`src/rtl/booth_pkg.sv`:
```
// Shared types and the Booth digit decoder for the booth_seq_mul slice.
// Optional accumulate mode in booth_seq_mul is enabled by the BOOTH_ACC_EN macro.
package booth_pkg;

    typedef enum logic [1:0] {
        IDLE = 2'd0,
        BUSY = 2'd1,
        DONE = 2'd2
    } state_t;

    typedef enum logic [2:0] {
        ZERO = 3'd0,
        POS1 = 3'd1,
        POS2 = 3'd2,
        NEG1 = 3'd3,
        NEG2 = 3'd4
    } booth_op_t;

    // Radix-4 recoding of the triplet {b[2k+1], b[2k], b[2k-1]}.
    function automatic booth_op_t booth_decode(input logic [2:0] digit);
        booth_op_t op;
        case (digit)
            3'b001, 3'b010: op = POS1;
            3'b011:         op = POS2;
            3'b100:         op = NEG2;
            3'b101, 3'b110: op = NEG1;
            default:        op = ZERO;
        endcase
        return op;
    endfunction

endpackage

```
`src/rtl/booth_pp_gen.sv`:
```
// Combinational Booth partial-product generator: selects 0, +a, +2a, -a or -2a
// at 2*WIDTH bits from one 3-bit digit and the sign-extended multiplicand.
module booth_pp_gen
    import booth_pkg::*;
#(
    parameter int WIDTH = 8
) (
    input  logic [2:0]         digit,
    input  logic [2*WIDTH-1:0] a_ext,
    output logic [2*WIDTH-1:0] pp
);

    localparam logic [2*WIDTH-1:0] ONE = {{(2*WIDTH-1){1'b0}}, 1'b1};

    logic [2*WIDTH-1:0] a_dbl;

    assign a_dbl = a_ext << 1;

    // Pick the multiple of a; negation is two's complement at full product width.
    always_comb begin
        pp = '0;
        case (booth_decode(digit))
            POS1:    pp = a_ext;
            POS2:    pp = a_dbl;
            NEG1:    pp = ~a_ext + ONE;
            NEG2:    pp = ~a_dbl + ONE;
            default: pp = '0;
        endcase
    end

endmodule

```
`src/rtl/booth_seq_mul.sv`:
```
// Sequential radix-4 Booth signed multiplier, one digit per clock.
// Define BOOTH_ACC_EN to add the acc_clr port and a running 2*WIDTH accumulator.
//
// Handshakes: a transfer happens on a rising edge where valid and ready are both
// high. in_ready is high only in IDLE, out_valid only in DONE; neither depends
// combinationally on the opposite side's valid/ready inputs.
module booth_seq_mul
    import booth_pkg::*;
#(
    parameter int WIDTH = 8
) (
    input  logic               clk,
    input  logic               reset,
    input  logic               in_valid,
    output logic               in_ready,
    input  logic [WIDTH-1:0]   a,
    input  logic [WIDTH-1:0]   b,
`ifdef BOOTH_ACC_EN
    input  logic               acc_clr,
`endif
    output logic               out_valid,
    input  logic               out_ready,
    output logic [2*WIDTH-1:0] product,
    output state_t             dbg_state
);

    localparam int DIGITS = WIDTH / 2;
    localparam int KW     = (DIGITS > 1) ? $clog2(DIGITS) : 1;
    localparam logic [KW-1:0] K_LAST = KW'(DIGITS - 1);

    state_t             state_q, state_d;
    logic [KW-1:0]      k_q;
    logic [WIDTH-1:0]   a_q, b_q;
    logic [2*WIDTH-1:0] sum_q, sum_next, sum_start;
    logic [2*WIDTH-1:0] a_ext, pp, pp_shifted;
    logic [WIDTH:0]     b_ext;
    logic [2:0]         digit;
    logic               last_digit;

    // b[-1] = 0 is supplied by the appended zero, so every triplet is in range.
    assign a_ext      = {{WIDTH{a_q[WIDTH-1]}}, a_q};
    assign b_ext      = {b_q, 1'b0};
    assign digit      = 3'(b_ext >> {k_q, 1'b0});
    assign pp_shifted = pp << {k_q, 1'b0};
    assign sum_next   = sum_q + pp_shifted;
    assign last_digit = (k_q == K_LAST);
    assign dbg_state  = state_q;

    booth_pp_gen #(.WIDTH(WIDTH)) u_pp_gen (
        .digit (digit),
        .a_ext (a_ext),
        .pp    (pp)
    );

`ifdef BOOTH_ACC_EN
    logic [2*WIDTH-1:0] acc_q;

    assign sum_start = acc_clr ? '0 : acc_q;

    // Accumulator follows the final sum of each operation.
    always_ff @(posedge clk) begin
        if (reset) begin
            acc_q <= '0;
        end else if (state_q == BUSY && last_digit) begin
            acc_q <= sum_next;
        end
    end
`else
    assign sum_start = '0;
`endif

    // State register.
    always_ff @(posedge clk) begin
        if (reset) begin
            state_q <= IDLE;
        end else begin
            state_q <= state_d;
        end
    end

    // Next-state and handshake outputs.
    always_comb begin
        state_d   = state_q;
        in_ready  = 1'b0;
        out_valid = 1'b0;
        case (state_q)
            IDLE: begin
                in_ready = 1'b1;
                if (in_valid) state_d = BUSY;
            end
            BUSY: begin
                if (last_digit) state_d = DONE;
            end
            DONE: begin
                out_valid = 1'b1;
                if (out_ready) state_d = IDLE;
            end
            default: state_d = IDLE;
        endcase
    end

    // Operand capture, digit counter, running sum and product register.
    always_ff @(posedge clk) begin
        if (reset) begin
            a_q     <= '0;
            b_q     <= '0;
            k_q     <= '0;
            sum_q   <= '0;
            product <= '0;
        end else begin
            case (state_q)
                IDLE: begin
                    if (in_valid) begin
                        a_q   <= a;
                        b_q   <= b;
                        k_q   <= '0;
                        sum_q <= sum_start;
                    end
                end
                BUSY: begin
                    sum_q <= sum_next;
                    k_q   <= k_q + 1'b1;
                    if (last_digit) product <= sum_next;
                end
                default: ;
            endcase
        end
    end

endmodule

```
`config.mk`:
```
export PLATFORM = sky130hd
export DESIGN_NAME = booth_seq_mul
export DESIGN_NICKNAME = d
export VERILOG_FILES = /design/src/rtl/booth_pkg.sv /design/src/rtl/booth_pp_gen.sv /design/src/rtl/booth_seq_mul.sv
export SDC_FILE = /design/constraint.sdc
export NUM_CORES = 1
export LEC_CHECK = 0
export ABC_AREA = 1
export CORE_ASPECT_RATIO = 0.6
export CORE_MARGIN = 4
export CORE_UTILIZATION = 51
export DETAILED_ROUTE_END_ITERATION = 8
export GPL_TIMING_DRIVEN = 0
export PLACE_DENSITY_LB_ADDON = 0.2
export SLEW_MARGIN = 20
export SYNTH_ARGS = -nofsm -noshare
export SYNTH_HDL_FRONTEND = slang
export SYNTH_SLANG_ARGS = --single-unit
```
`constraint.sdc`:
```
create_clock -name clk -period 3.3 [get_ports clk]
set_clock_uncertainty 0.2 [all_clocks]
set_input_delay 0.66 -clock clk [delete_from_list [all_inputs] [get_ports clk]]
set_output_delay 0.66 -clock clk [all_outputs]
set_load 0.01 [all_outputs]
```
; Word-level counts from Yosys, hierarchy flattened
; Cells that the tools add are included.
; Widths: inputs -> output; s select.
[word_totals]
wordCells = 50
input_bits = 20
ff_bits = 52
[classes]
bitwise_logic = 2
reduce_logical = 8
add_sub_neg = 4
mux = 12
shift = 2
eq_ne = 16
[ops]
columns = operator, n
row1 = $pmux 16 s4, 1
row2 = $add 16x1->16 const B, 2
row3 = $not 16->16, 2
row4 = $pmux 16 s2, 1
row5 = $add 16x16->16, 1
row6 = $mux 16, 1
row7 = $shl 16x3->16, 1
row8 = $eq 3x2->1 const B, 4
row9 = $eq 3x3->1 const B, 4
row10 = $pmux 3 s4, 1
row11 = $shr 9x3->3, 1
row12 = $mux 2, 4
row13 = $eq 3x1->1 const B, 2
row14 = $ne 2x2->1 const B, 3
row15 = $pmux 2 s3, 1
row16 = $reduce_and 2->1, 3
row17 = $eq 2x2->1 const B, 2
row18 = $pmux 2 s2, 1
row19 = $reduce_or 2->1, 2
row20 = $reduce_and 3->1, 1
row21 = $add 2x1->2 const B, 1
row22 = $eq 2x1->1 const B, 1
row23 = $logic_not 2->1, 1
row24 = $mux 1, 2
row25 = $reduce_bool 2->1, 1

; Depth between registers and ports, before layout
; Gate-level depths: netlist of the first run.
[logic_depth]
ltp_word = 9
depth_mapped = 30
mapped_depth_nobuf = 28

; Modules after synthesis
; A second synthesis of the first run with hierarchy kept.
[hier_totals]
cells_unflattened = 681
area_unflattened_um2 = 4122.7
[modules_own_cells]
columns = mod, area_each_um2, cells_each, seq_area_each_um2, n_inst
row1 = booth_seq_mul, 3264.4, 505, 1041.0, 1
row2 = booth_pp_gen, 858.3, 176, 0.0, 1

; Least setup slack after synthesis of the first run
; OpenSTA, ideal clock, no wires.
[synth_path]
path_kind = register -> register
from = register k_q[0]
to = register product[13]
stages_incl_launch_ff = 27
arrival_ps = 3055
setup_ps = 116
slack_ps = -72
synth_period_minus_slack_ps = 3372
cell_sequence = dfxtp_1 -> buf_6 -> inv_4 -> buf_8 -> nand2_2 -> nand3_1 -> nand2_2 -> nand2_4 -> nand2_2 -> inv_2 -> nand2_2 -> inv_2 -> nand2_1 -> nand4_1 -> o21ai_0 -> nor2_1 -> ha_1 -> a21oi_1 -> nand2_1 -> nand3_1 -> nand3_1 -> a31o_2 -> or2_2 -> nand2_1 -> nand2_1 -> o211ai_1 -> inv_1
[synth_via]
elab_chain_cells = 8
[synth_lines]
columns = item, line
row1 = start: declaration, booth_seq_mul.sv:32  ; logic [KW-1:0] k_q;
row2 = start signal: assignment, booth_seq_mul.sv:122  ; k_q <= k_q + 1'b1;
row3 = $shr 9x3->3, booth_seq_mul.sv:43  ; assign digit = 3'(b_ext >> {k_q, 1'b0});
row4 = "$eq 3x3->1, or another cell as far along", booth_pkg.sv:22  ; case (digit)
row5 = $reduce_or 2->1, booth_pkg.sv:22
row6 = $pmux 3 s4, booth_pkg.sv:22
row7 = "$eq 3x3->1, or another cell as far along", booth_pp_gen.sv:22  ; case (booth_decode(digit))
row8 = $pmux 16 s4, booth_pp_gen.sv:22
row9 = $shl 16x3->16, booth_seq_mul.sv:44  ; assign pp_shifted = pp << {k_q, 1'b0};
row10 = $add 16x16->16, booth_seq_mul.sv:45  ; assign sum_next = sum_q + pp_shifted;
row11 = end signal: assignment, booth_seq_mul.sv:123  ; if (last_digit) product <= sum_next;
row12 = end: declaration, booth_seq_mul.sv:23  ; output logic [2*WIDTH-1:0] product,
; Several ways; a longest one is shown, not always the timed one.
; A chain may end at the register's enable or synchronous reset.

; Worst setup path in the final report of the first run
[layout_path]
from = register a_q[0]
to = register sum_q[13]
[layout_via]
elab_chain_cells = 6
[layout_lines]
columns = item, line
row1 = start: declaration, booth_seq_mul.sv:33  ; logic [WIDTH-1:0] a_q, b_q;
row2 = start signal: assignment, booth_seq_mul.sv:105  ; a_q <= '0;
row3 = start signal: assignment, booth_seq_mul.sv:114  ; a_q <= a;
row4 = "$not 16->16, on equally long branches", "booth_pp_gen.sv:25, booth_pp_gen.sv:26"
row5 = "$add 16x1->16, on equally long branches", "booth_pp_gen.sv:25, booth_pp_gen.sv:26"
row6 = $pmux 16 s4 (*), booth_pp_gen.sv:22
row7 = $shl 16x3->16 (*), booth_seq_mul.sv:44
row8 = $add 16x16->16 (*), booth_seq_mul.sv:45
row9 = $pmux 16 s2 (*), booth_seq_mul.sv:111  ; case (state_q)
row10 = end signal: assignment, booth_seq_mul.sv:117  ; sum_q <= sum_start;
row11 = end signal: assignment, booth_seq_mul.sv:121  ; sum_q <= sum_next;
row12 = end: declaration, booth_seq_mul.sv:34  ; logic [2*WIDTH-1:0] sum_q, sum_next, sum_start;
; Every way passes the cells marked *; elsewhere a longest branch is shown, timed or not.

==> impl_metrics.csv, run 1 <==
group,metric,value,unit
min_path,hold_path.class,"flip-flop to flip-flop",
route,drt_iter0_markers,719,
critical_path,r2r_start,"a_q[0]",
floorplan,pin_count,40,
logic_synthesis,synth-simple-area-share,28.0,%
logic_synthesis,synth_xor_area_share,3.02,%
final_layout,stdcell_count,678,
placed_design,port-buffer-count,39,
grt,antenna_found_initial,0,
timing,setup_slack,-573,ps
grt,track_usage,25.9,%
final_layout,drive_gt1_share,32.0,%
final_layout,finalNetCount,632,
critical_path,cp_common_cell,"nand2_1",
logic_synthesis,seq_area_frac_synth,29.9,%
timing,period_share,117,%
floorplan,die_w,115,um
critical_path,reg2reg_slack,-570,ps
timing,drv_slew,0,
cts,clock-root-buffer,"clkbuf_16",
cts,clkLatencyLatePin,310,ps
critical_path,cpMaxStageDelayCell,"dfxtp_1",
route,drtPass1Iterations,8,
run,drv_cap,0,
final_layout,fin_area,5140,um2
grt,first_global_vias,3523,
logic_synthesis,syn_nets,551,
cts,clkSinkCount,52,
critical_path,path_max_fanout,4,
cts,cts_buffer_depth,2,
logic_synthesis,synth_adder_area_share,7.05,%
timing,hold_violations,0,
status,status,"finished with violations",
cts,cts_buffers,5,
timing,period_needed,3870,ps
grt,overflow,0,
floorplan,die-area,8250,um2
route,drt.antenna.violating_nets,0,
floorplan,die_h,72.0,um
placed_design,gp_congestion,0.979,
critical_path,path_delay_family,"compound AO/OA/AOI/OAI gates",
cts,clk_pin_slew,80,ps
critical_path,crit_path_start_kind,"flip-flop",
logic_synthesis,synth_cells,512,
logic_synthesis,synth_top_family_by_area,"simple AND/OR/NAND/NOR gates",
status,violations,"setup timing",
critical_path,r2r-end,"sum_q[13]",
final_layout,num_antenna_cells,0,
route,via_count,4370,
critical_path,arrival,3860,ps
timing,rsz0062_at_grt,"yes",
critical_path,path_cells,"inv_1 -> ha_2 -> nand3_1 -> inv_1 -> a31oi_1 -> nand2_1 -> nand2_1 -> a21oi_2 -> nand2_1 -> o21ai_1 -> o21ai_2 -> ha_1 -> inv_2 -> o21bai_1 -> nor2_2 -> nand3_4 -> a31o_4 -> or2_4 -> buf_4 -> nand3_2 -> a21oi_1",
timing,setup_viol,26,
floorplan,coreArea,6360,um2
timing,slew_headroom,43.6,%
critical_path,cpPeakStageDelay,380,ps
placed_design,dp_cells,635,
logic_synthesis,syn_avg_cell_area,6.79,um2
route,routed_wl,14400,um
logic_synthesis,ys.flop_type,"dfxtp_1",
route,via_per_inst,6.45,
final_layout,syn2layout_area_growth,47.7,%
route,drc,0,
critical_path,worstPathRequired,3290,ps
logic_synthesis,synthArstFlopShare,0,%
min_path,hold-path-cell-count,2,
min_path,min_from,"b_q[3]",
logic_synthesis,ys_ff_latch,52,
placed_design,dp_slack,-571,ps
logic_synthesis,syn_area,3480,um2
grt,grt_max_degree,17,
placed_design,dp_hpwl,7330,um
timing,worst_pin_slew,842,ps
logic_synthesis,synth_compound_area_share,21.9,%
timing,clock.fmax,258,MHz
cts,h-tree-depth,2,
placed_design,placed_area,3990,um2
power_and_ir_drop,ir_worst_vdd,0.251,mV
floorplan,rows,22,
grt,grt_pass1_wl,17000,um
power_and_ir_drop,p_per_area,499,nW/um2
final_layout,n_fill_cell,366,
logic_synthesis,ys_warn_count,0,
route,wl_per_cell,21.2,um
cts,hold_buffers,0,
critical_path,critPathKind,"flip-flop to flip-flop",
min_path,whs_endpoint,"b_q[3]",
logic_synthesis,synth.distinct_cells,44,
critical_path,r2r_cells,21,
critical_path,crit_buf_inv,4,
critical_path,endpoint_kind,"flip-flop",
floorplan,start_util,54.7,%
logic_synthesis,synth_edf_count,0,
power_and_ir_drop,p_leak,2.18,nW
cts,cts_tree,"built",
logic_synthesis,muxShareOfSynthArea,0.288,%
[where the power goes]
part           internal [mW]  total, mW  leakage, nW  switching [mW]
Sequential             0.664      0.706        0.425          0.0422
Clock                  0.382      0.660       0.0871           0.278
Combinational          0.474       1.20         1.67           0.723
[Yosys cell counts, types with 3 or more instances]
master    count  area (um2)
nand2_1     111         417
inv_2         3        11.3
inv_1        55         206
nand2_2      12        75.1
o211ai_1      4        30.0
o21ai_0      35         175
xor2_1        8        70.1
a21oi_1      52         260
a21o_1        3        22.5
nand3_1      26         130
dfxtp_1      52        1040
nor2_2        3        18.8
clkbuf_1     13        48.8
ha_1         18         225
nor2_1       44         165
o21bai_1     11        82.6
nand3_2       6        60.1
nand4_1       7        43.8
xnor2_1       4        35.0
o22ai_1       3        18.8
o21ai_1      12        60.1
[cells in the final DEF, fill, tap and decap left out, drive strengths merged, types with 2 or more instances in the layout]
cell type	n
a21o	3
a21oi	53
a22oi	2
buf	43
clkbuf	19
clkdlybuf4s50	39
dfxtp	52
ha	18
inv	59
nand2	125
nand3	32
nand4	7
nor2	48
o211ai	5
o21ai	48
o21bai	11
o22ai	3
o31ai	2
or2	2
xnor2	4
xor2	8
[final cells by class]
class,count,area (um2),area share [%]
Buffer,20,124,2.41
Sequential cell,52,1050,20.4
Tap cell,84,105,2.05
Inverter,59,239,4.65
Clock buffer,6,139,2.70
Multi-Input combinational cell,380,2740,53.3
Clock inverter,2,38.8,0.755
Timing Repair Buffer,75,707,13.8
[what timing repair did]
item / CTS / global route
cloned: 0 / 0
resized for setup: 57 / 109
pin swaps: 34 / 58
buffers inserted: 21 / 15
setup endpoints to repair: 24 / 26
[cell families (layout without fill, tap and decap cells)]
kind of cell	Yosys count	count (layout)
buffers and inverters	80	162
adder cells (fa/ha/maj)	19	19
XOR/XNOR	12	12
multiplexers	1	1
AND/OR/NAND/NOR	215	215
AO/OA/AOI/OAI	133	133
flip-flops	52	52
[routing by layer]
metal	up-vias	global-route usage, %	share of wire [%]
met5	-	0	0
met4	0	8.04	6.9
met3	127	5.75	13
met2	414	37.4	42
met1	1982	38.1	38
li1	1847	-	-
[worst reg2reg max path, cell delays in order (launching register included)]
cell,delay [ps]
dfxtp_1,380
inv_1,120
ha_2,220
nand3_1,120
inv_1,80
a31oi_1,380
nand2_1,160
nand2_1,110
a21oi_2,60
nand2_1,70
o21ai_1,100
o21ai_2,170
ha_1,310
inv_2,100
o21bai_1,120
nor2_2,160
nand3_4,120
a31o_4,250
or2_4,260
buf_4,140
nand3_2,60
a21oi_1,60
[registers in the layout, indices dropped and copies added (netlist names)]
register,count
product,16
sum_q,16
a_q,8
b_q,8
dbg_state,2
k_q,2
[per-stage QoR]
stage / total power [mW] / hold WS (ps) / utilization (%) / TNS (ps)
final: 2.56 / 285 / 80.8 / -9660
after global routing: 2.61 / 292 / 80.8 / -12730
after CTS: 2.17 / 272 / 71.5 / -3170
after detailed placement: 1.39 / 262 / 62.7 / -6580
after global placement: 1.38 / 252 / 62.7 / -5150
after floorplan: 1.22 / 244 / - / -36.0
[worst max-delay path by stage]
stage	from	end	depth (start not counted)
floorplan	k_q[0]	product[13]	26
global placement	k_q[0]	product[13]	26
detailed placement	k_q[1]	product[13]	26
CTS	k_q[0]	sum_q[12]	20
global route	k_q[0]	sum_q[12]	22
finish	a_q[0]	sum_q[13]	21
Note: power is estimated with default switching activity, not from simulation.
==> run 2: changes to the inputs <==
RECOVER_POWER = 50   (was unset)
==> impl_metrics.csv, run 2 (synthesized netlist as in run 1, its figures left out) <==
group,metric,value,unit
critical_path,crit_path_start_kind,"flip-flop",
critical_path,arrival,3830,ps
route,routed_wl,14300,um
route,drtPass1Iterations,6,
final_layout,final_common_cell,"nand2_1",
critical_path,path_cells,"inv_1 -> ha_2 -> nand3_1 -> inv_1 -> a31oi_1 -> nand2_1 -> nand2_1 -> a21oi_2 -> nand2_1 -> o21ai_1 -> o21ai_2 -> ha_1 -> inv_2 -> o21bai_1 -> nor2_2 -> nand3_4 -> a31o_4 -> or2_4 -> buf_4 -> nand3_2 -> a21oi_1",
critical_path,cp_common_cell,"nand2_1",
timing,hold_violations,0,
cts,cts_buffer_depth,2,
critical_path,cpMaxStageDelayCell,"dfxtp_1",
critical_path,path_max_fanout,4,
placed_design,gp_congestion,0.979,
status,violations,"setup timing",
final_layout,drive_gt1_share,32.0,%
final_layout,n_fill_cell,366,
placed_design,port-buffer-count,39,
route,via_per_inst,6.45,
power_and_ir_drop,ir_worst_vdd,0.250,mV
placed_design,dp_slack,-571,ps
power_and_ir_drop,p_sw_share,40.5,%
floorplan,die_w,115,um
final_layout,final_cell_mix,"nand2_1, inv_1, dfxtp_1",
timing,clock.fmax,260,MHz
timing,worst_pin_slew,876,ps
power_and_ir_drop,switchingPower,1.03,mW
timing,period_needed,3840,ps
grt,track_usage,25.9,%
route,drt_iter0_markers,722,
grt,grt_max_degree,17,
power_and_ir_drop,p_seq_share,27.7,%
final_layout,finalNetCount,632,
grt,grt_pass1_wl,17000,um
cts,clkSinkCount,52,
grt,first_global_vias,3523,
power_and_ir_drop,p_leak,2.24,nW
floorplan,coreArea,6360,um2
floorplan,rows,22,
final_layout,largestRegisters,"product (16), sum_q (16)",
route,drc,0,
floorplan,start_util,54.7,%
timing,final.setup.tns,-9370,ps
timing,setup_viol,26,
grt,overflow,0,
grt,antenna_found_initial,0,
floorplan,pin_count,40,
critical_path,critPathKind,"flip-flop to flip-flop",
critical_path,path_delay_family,"compound AO/OA/AOI/OAI gates",
critical_path,crit_buf_inv,4,
cts,clk_pin_slew,80,ps
cts,h-tree-depth,2,
placed_design,dp_hpwl,7330,um
min_path,hold_path.class,"flip-flop to flip-flop",
final_layout,syn2layout_area_growth,47.7,%
power_and_ir_drop,clockPowerShare,25.7,%
timing,slew_headroom,41.4,%
power_and_ir_drop,p_per_area,496,nW/um2
floorplan,die_h,72.0,um
cts,cts_tree,"built",
cts,clkLatencyLatePin,310,ps
route,via_count,4375,
route,wl_per_cell,21.0,um
critical_path,cpPeakStageDelay,380,ps
timing,rsz0062_at_grt,"yes",
status,status,"finished with violations",
cts,clock-root-buffer,"clkbuf_16",
critical_path,endpoint_kind,"flip-flop",
power_and_ir_drop,p_comb_share,46.6,%
final_layout,num_antenna_cells,0,
timing,setup_slack,-544,ps
critical_path,worstPathRequired,3290,ps
timing,drv_slew,0,
timing,period_share,116,%
power_and_ir_drop,p_int,1.52,mW
cts,cts_buffers,5,
floorplan,die-area,8250,um2
route,drt.antenna.violating_nets,0,
run,drv_cap,0,
==> run 2: cell types whose count changed in the layout (fill, tap and decap cells not counted) <==
cell,delta
clkdlybuf4s50_1,-19
dlygate4sd3_1,+19
==> run 2: metrics by stage <==
step	total power, mW	hold WS, ps	cell area, um2	instances	util (%)
global route	2.61	292	5140	678	80.8
detailed placement	1.39	262	3990	635	62.7
global placement	1.38	252	3990	635	62.7
CTS	2.17	272	4550	664	71.5
floorplan	1.22	244	3490	512	-
finish	2.55	285	5140	678	80.8
==> run 2: path summary, 6_finish.rpt <==
kind | start | slack, ps | end | cells after the start
max | a_q[0] | -540 | sum_q[13] | 21
max reg2reg | a_q[0] | -540 | sum_q[13] | 21
min | b_q[3] | 290 | b_q[3] | 2
min reg2reg | b_q[3] | 290 | b_q[3] | 2
==> run 2: what timing repair did <==
item / CTS / global route
setup buffers: 21 / 15
endpoints found under the setup margin: 24 / 26
pin swaps: 34 / 58
gates resized for setup: 57 / 109
hold buffers: 0 / 0
==> run 2: cell type report <==
class	count	area (um2)	share of cell area [%]
Multi-Input combinational cell	380	2740	53.3
Sequential cell	52	1050	20.4
Timing Repair Buffer	75	707	13.8
Inverter	59	239	4.65
Clock buffer	6	139	2.70
Buffer	20	124	2.41
Tap cell	84	105	2.05
Clock inverter	2	38.8	0.755
==> run 2: power groups by stage <==
stage	clock network (mW)	registers, mW	logic (mW)
after CTS	0.639	0.694	0.834
final	0.655	0.706	1.19
after floorplan	0	0.700	0.518
after detailed placement	0	0.707	0.687
after global routing	0.670	0.708	1.23
after global placement	0	0.706	0.670
==> run 2: per-layer routing <==
| layer | share of wire [%] | global-route usage (%) | vias up |
|---|---|---|---|
| met2 | 42 | 37.4 | 412 |
| li1 | - | - | 1848 |
| met5 | 0 | 0 | - |
| met3 | 13 | 5.75 | 127 |
| met1 | 38 | 38.1 | 1988 |
| met4 | 7.1 | 8.04 | 0 |
==> run 2: worst min-delay path: cells and delay by family (launching register included) <==
kind,cells,cell delay [ps]
AO/OA/AOI/OAI,1,60
buffers and inverters,1,70
flip-flops,1,310
